$ cat config.mk
export PLATFORM = sky130hd
export DESIGN_NAME = imem_pipelined
export DESIGN_NICKNAME = d
export VERILOG_FILES = /design/src/rtl/imem_pkg.sv /design/src/rtl/imem_rsp_fifo.sv /design/src/rtl/imem_pipelined.sv
export SDC_FILE = /design/constraint.sdc
export NUM_CORES = 2
export LEC_CHECK = 0
export CORE_AREA = 2 2 427 429
export CTS_CLUSTER_DIAMETER = 60
export DETAILED_ROUTE_END_ITERATION = 12
export DIE_AREA = 0 0 429 431
export SETUP_SLACK_MARGIN = 0.2
export SYNTH_ARGS = -nofsm -noshare
export SYNTH_HDL_FRONTEND = slang
export SYNTH_SLANG_ARGS = --single-unit
$ cat constraint.sdc
create_clock -name clk -period 12.1 [get_ports clk]
set_input_delay 1.21 -clock clk [delete_from_list [all_inputs] [get_ports clk]]
set_output_delay 1.21 -clock clk [all_outputs]
set_load 0.02 [all_outputs]
$ cat src/rtl/imem_pkg.sv
// Shared types and helpers for the instruction memory and its response buffer.
package imem_pkg;

  localparam int IMEM_DATA_W    = 32;
  localparam int RSP_FIFO_DEPTH = 2;

  typedef struct packed {
    logic                   err;
    logic [IMEM_DATA_W-1:0] data;
  } imem_rsp_t;

  function automatic logic is_misaligned(input logic [31:0] addr);
    return addr[1:0] != 2'b00;
  endfunction

endpackage

$ cat src/rtl/imem_rsp_fifo.sv
// Two-entry in-order response FIFO; clear wins over push/pop, push+pop is legal when full.
module imem_rsp_fifo
  import imem_pkg::*;
(
  input  logic      clk,
  input  logic      reset_n,
  input  logic      push,
  input  imem_rsp_t push_data,
  input  logic      pop,
  input  logic      clear,
  output imem_rsp_t head,
  output logic [1:0] count,
  output logic      full,
  output logic      empty
);

  imem_rsp_t mem [RSP_FIFO_DEPTH];
  logic      wr_ptr;
  logic      rd_ptr;
  logic      do_push;
  logic      do_pop;

  assign full    = (count == 2'(RSP_FIFO_DEPTH));
  assign empty   = (count == 2'd0);
  assign do_pop  = pop && !empty;
  assign do_push = push && (!full || do_pop);
  assign head    = mem[rd_ptr];

  // Storage is left unreset; the top gates the head with rsp_valid.
  always_ff @(posedge clk) begin
    if (do_push) mem[wr_ptr] <= push_data;
  end

  always_ff @(posedge clk or negedge reset_n) begin
    if (!reset_n) begin
      count  <= 2'd0;
      wr_ptr <= 1'b0;
      rd_ptr <= 1'b0;
    end else if (clear) begin
      count  <= 2'd0;
      wr_ptr <= 1'b0;
      rd_ptr <= 1'b0;
    end else begin
      if (do_push) wr_ptr <= !wr_ptr;
      if (do_pop)  rd_ptr <= !rd_ptr;
      case ({do_push, do_pop})
        2'b10:   count <= count + 2'd1;
        2'b01:   count <= count - 2'd1;
        default: count <= count;
      endcase
    end
  end

endmodule

$ cat src/rtl/imem_pipelined.sv
// Synchronous-read instruction memory with valid/ready fetch, buffered responses,
// flush for redirects and a back-door program-load port.
module imem_pipelined
  import imem_pkg::*;
#(
  parameter int    DATA_W    = IMEM_DATA_W,
  parameter int    DEPTH     = 64,
  parameter string INIT_FILE = "memfile.dat",
  localparam int   ADDR_W    = $clog2(DEPTH)
) (
  input  logic              clk,
  input  logic              reset_n,
  input  logic              req_valid,
  output logic              req_ready,
  input  logic [31:0]       req_addr,
  output logic              rsp_valid,
  input  logic              rsp_ready,
  output logic [DATA_W-1:0] rsp_data,
  output logic              rsp_err,
  input  logic              flush,
  input  logic              prog_we,
  input  logic [ADDR_W-1:0] prog_addr,
  input  logic [DATA_W-1:0] prog_wdata
);

  // Handshake: a request transfers on any rising edge where req_valid && req_ready,
  // a response transfers where rsp_valid && rsp_ready; neither side may depend on the
  // other raising its signal first, and a held-off response keeps its payload stable.

  logic [DATA_W-1:0] ram [DEPTH];
  logic [DATA_W-1:0] rd_q;
  logic              err_q;
  logic              inflight;
  logic              rdy_en;
  logic [ADDR_W-1:0] idx;
  logic              req_err;
  logic              prog_ok;
  logic              accept;
  logic              pop;
  logic              push;
  imem_rsp_t         push_rsp;
  imem_rsp_t         head;
  logic [1:0]        count;
  logic              full;
  logic              empty;

  assign idx     = req_addr[ADDR_W+1:2];
  assign req_err = is_misaligned(req_addr) || ({2'b00, req_addr[31:2]} >= 32'(DEPTH));
  assign prog_ok = {{(32-ADDR_W){1'b0}}, prog_addr} < 32'(DEPTH);
  assign pop     = rsp_valid && rsp_ready;
  assign accept  = req_valid && req_ready;

  // Occupancy is FIFO entries plus the one read in flight; never more than two.
  assign req_ready = rdy_en &&
                     (flush || pop || !(full || (count == 2'd1 && inflight)));

  // Read-first: a same-edge program write is not visible to this read.
  always_ff @(posedge clk) begin
    if (prog_we && prog_ok)  ram[prog_addr] <= prog_wdata;
    if (accept && !req_err)  rd_q <= ram[idx];
  end

  always_ff @(posedge clk or negedge reset_n) begin
    if (!reset_n) begin
      rdy_en   <= 1'b0;
      inflight <= 1'b0;
      err_q    <= 1'b0;
    end else begin
      rdy_en   <= 1'b1;
      inflight <= accept;
      if (accept) err_q <= req_err;
    end
  end

  // A flush drops the read in flight; a request accepted alongside it survives.
  assign push          = inflight && !flush;
  assign push_rsp.err  = err_q;
  assign push_rsp.data = err_q ? '0 : rd_q;

  imem_rsp_fifo u_fifo (
    .clk       (clk),
    .reset_n   (reset_n),
    .push      (push),
    .push_data (push_rsp),
    .pop       (pop),
    .clear     (flush),
    .head      (head),
    .count     (count),
    .full      (full),
    .empty     (empty)
  );

  assign rsp_valid = !empty;
  assign rsp_data  = rsp_valid ? head.data : '0;
  assign rsp_err   = rsp_valid && head.err;

endmodule

==> key figures <==
Die
  • Die extent in x: around 430 um
  • Die height: 431 um
  • Row Count: between 150 and 200
  • Die area: ~180000 um^2
  • Io pins: between 100 and 150
  • Starting Density: a little under half
  • Core Region: between 150000 and 200000 um^2

Clock network
  • Clk Latency, worst-skew pair: ~0.85 ns
  • Root Driver: clkbuf_16
  • Clock buffer count from CTS: roughly 210
  • Cts hold-fix bufs: 0
  • CTS tree: built
  • # H-tree levels: 4
  • Post-CTS Setup Repair Bufs: 0
  • Reg clk slew, reported paths: 0.06 ns
  • Max clock buf depth: 3
  • Post-CTS sizing: 0
  • CTS Sinks: ~2200

GRT
  • Largest net degree at the start of global routing: ~120
  • Global route overflow: 0
  • Initial antenna violation count: 25
  • Vias in the first global route: ~39000
  • First-pass GRT wire length: around 300 mm
  • Tot GR Track Use: between 20 and 25%

Finish
  • P&R area growth vs syn: 13.5%
  • Share of cells above drive strength 1: around a quarter
  • Post-layout util: approximately half
  • Final nets: 3947

Timing
  • Clock Skew: 0.0355 ns
  • RSZ-0062 raised after global routing: false
  • Hold Fails Final Rpt: 0
  • Worst setup margin: between 7 and 8 ns
  • Worst-Margin Slew: between 1 and 1.5 ns
  • Final Critical Period: about 4.7 ns
  • Max-slew headroom: 6.41%
  • Fmax: 213 MHz
  • Final setup TNS: 0 ns
  • Setup-failing EPs final: 0
  • Max Slew Vio Count: 0
  • Final Cycle Share: a little under 40%

Routing
  • DRC: 0
  • Routed WL: 212 mm
  • Vias: ~40000
  • DR iter-0 viols: around 5200
  • Via density: roughly 6.1
  • Drt first pass iters: 5
  • Routed Antenna Nets: 0
  • WL/cell: 33.1 um

Setup path
  • Most used cell along the critical path: mux2i_1
  • Cell Chain, Critical Path: buf_8 > buf_4 > buf_12 > mux4_2 > mux2i_1 > mux2i_1 > o22ai_1 > a211oi_1
  • R2R depth: 8
  • Critical path's top delay family: buffers and inverters
  • Req. time, crit path: about 13 ns
  • Slowest stage delay, CP: roughly 0.79 ns
  • Critical path arrival: 5.16 ns
  • Worst Setup Path Type: primary input to register
  • Critical path fanouts, max: slightly above 70
  • Crit. End Element: register
  • Critical path startpoint category: primary input
  • R2R Path End: rd_q[12]
  • Worst r2r src: u_fifo.count[1]
  • Worst path buffer plus inverter count: 3
  • Flop-to-flop setup slack: between 9 and 10 ns
  • Critical path's slowest cell: o22ai_1

Logic synthesis
  • Top-area cell type share of the netlist area: just under 80%
  • EDFF count, synth: around 2100
  • Post-Syn Area: about 80000 um^2
  • FF+latch count, synth: between 2000 and 2500
  • Mapped Nets: 3676
  • Synth Area per Inst: ~23 um^2
  • Post-synth cell types: 48
  • Synth area leaders: edfxtp_1 78%, mux4_2 14%, mux2i_1 2.5%
  • Async SR Flop Fraction: 0.325%
  • YS warnings: 0
  • Main synth FF type: edfxtp_1
  • Count leader, synth: edfxtp_1
  • Register area share after synthesis: 78.4%
  • Top post-synthesis cells by count: 2146 x edfxtp_1, 504 x mux4_2, 203 x mux2i_1
  • Mapped Cells: between 3000 and 4000
  • Yosys top cell by area: edfxtp_1

Min path
  • HP Class: register to register
  • HP Start: u_fifo.wr_ptr
  • Hold path cells: 2
  • Worst Hold End: u_fifo.wr_ptr

Pwr
  • Switch Pwr: roughly 3.4 mW
  • Internal: approximately 12 mW
  • Leak pwr: approximately 29 nW
  • Reg power frac: ~53%
  • PD cells: ~170 nW/um^2
  • Peak supply drop: between 0.0001 and 0.00015 V
  • Clock share of power: 40.7%
  • Sw Share: 21.6%
  • Gate power share: a little over 6%

Job
  • Max Cap Viol: 0

Outcome
  • Status: finished clean

Placed design
  • Number of port buffers: 110
  • Placement Setup Slack: 6.53 ns
  • Gpl congestion: between 0.7 and 0.8
  • Dpl hpwl: about 120 mm
-- routing by layer --
layer  track usage [%]  vias to the layer above  wire (um)
li1                  -                    15865          -
met2              36.6                     1727     103000
met4              5.97                        8       4910
met3              4.62                      273      18100
met5                 0                        -         46
met1              32.8                    21075      86500
-- per-stage QoR --
stage	std cells	instance area, um^2	power (mW)	hold WS [ns]
after global routing	6416	93600	16.1	0.630
after detailed placement	6023	87000	9.44	0.563
final	6418	93600	15.6	0.577
after floorplan	3597	82500	8.98	0.519
after global placement	6021	86900	9.42	0.555
after CTS	6415	93600	15.7	0.580
-- power by group through the flow --
stage | sequential [mW] | clock [mW] | combinational (mW)
final | 8.30 | 6.36 | 0.963
after detailed placement | 8.46 | 0 | 0.977
after CTS | 8.30 | 6.45 | 0.978
after global routing | 8.30 | 6.73 | 1.02
after global placement | 8.46 | 0 | 0.964
after floorplan | 8.44 | 0 | 0.543
-- flip-flops by register name, summed over array words and instances (netlist names) --
| signal | cells |
|---|---|
| ram | 2048 |
| u_fifo.mem | 66 |
| rd_q | 32 |
| u_fifo.count | 2 |
| err_q | 1 |
| inflight | 1 |
| rdy_en | 1 |
| u_fifo.rd_ptr | 1 |
| u_fifo.wr_ptr | 1 |
-- cells in the final DEF, fill, tap and decap left out, types with 40 or more instances in the layout --
master	netlist	routed
clkinv_1	0	57
buf_4	38	140
edfxtp_1	2146	2146
mux4_2	504	504
nand2_1	40	40
mux2i_1	203	203
clkbuf_1	66	52
clkdlybuf4s50_1	0	73
clkbuf_16	0	219
nor2b_1	48	44
nor2_4	0	62
nor2_1	134	71
-- final cells by class --
cell class / count / area, um^2
multi-input combinational: 1238 / 17300
tap: 2370 / 2970
sequential: 2153 / 64600
clock buffer: 272 / 5690
fill: 13827 / 86500
timing repair buffer: 255 / 2090
antenna: 3 / 7.51
clock inverter: 120 / 983
inverter: 7 / 26.3
-- cells by family (layout without fill, tap and decap cells) --
group | after synthesis | count (layout) | share of synthesized area (%)
AND/OR/NAND/NOR | 275 | 275 | 1.54
adder cells (fa/ha/maj) | 3 | 3 | 0.0455
flip-flops | 2153 | 2153 | 78.4
AO/OA/AOI/OAI | 223 | 223 | 2.06
multiplexers | 734 | 734 | 16.6
other | 1 | 4 | 0.00455
XOR/XNOR | 2 | 2 | 0.0212
buffers and inverters | 206 | 654 | 1.38
-- worst min-delay path, stage by stage, from the launching register on --
cell,delay (ns)
dfrtp_1,0.38
xor2_1,0.08
nor2_1,0.07
-- worst max-delay path by stage --
stage / startpoint / endpoint / cells after the start
final: req_addr[2] / rd_q[1] / 8
after global routing: req_addr[2] / rd_q[3] / 8
after CTS: req_addr[2] / rd_q[3] / 8
after detailed placement: req_addr[2] / rd_q[3] / 8
after global placement: req_addr[3] / rd_q[24] / 8
after floorplan: rsp_ready / rd_q[0] / 4
Note: power is estimated with default switching activity, not from simulation.
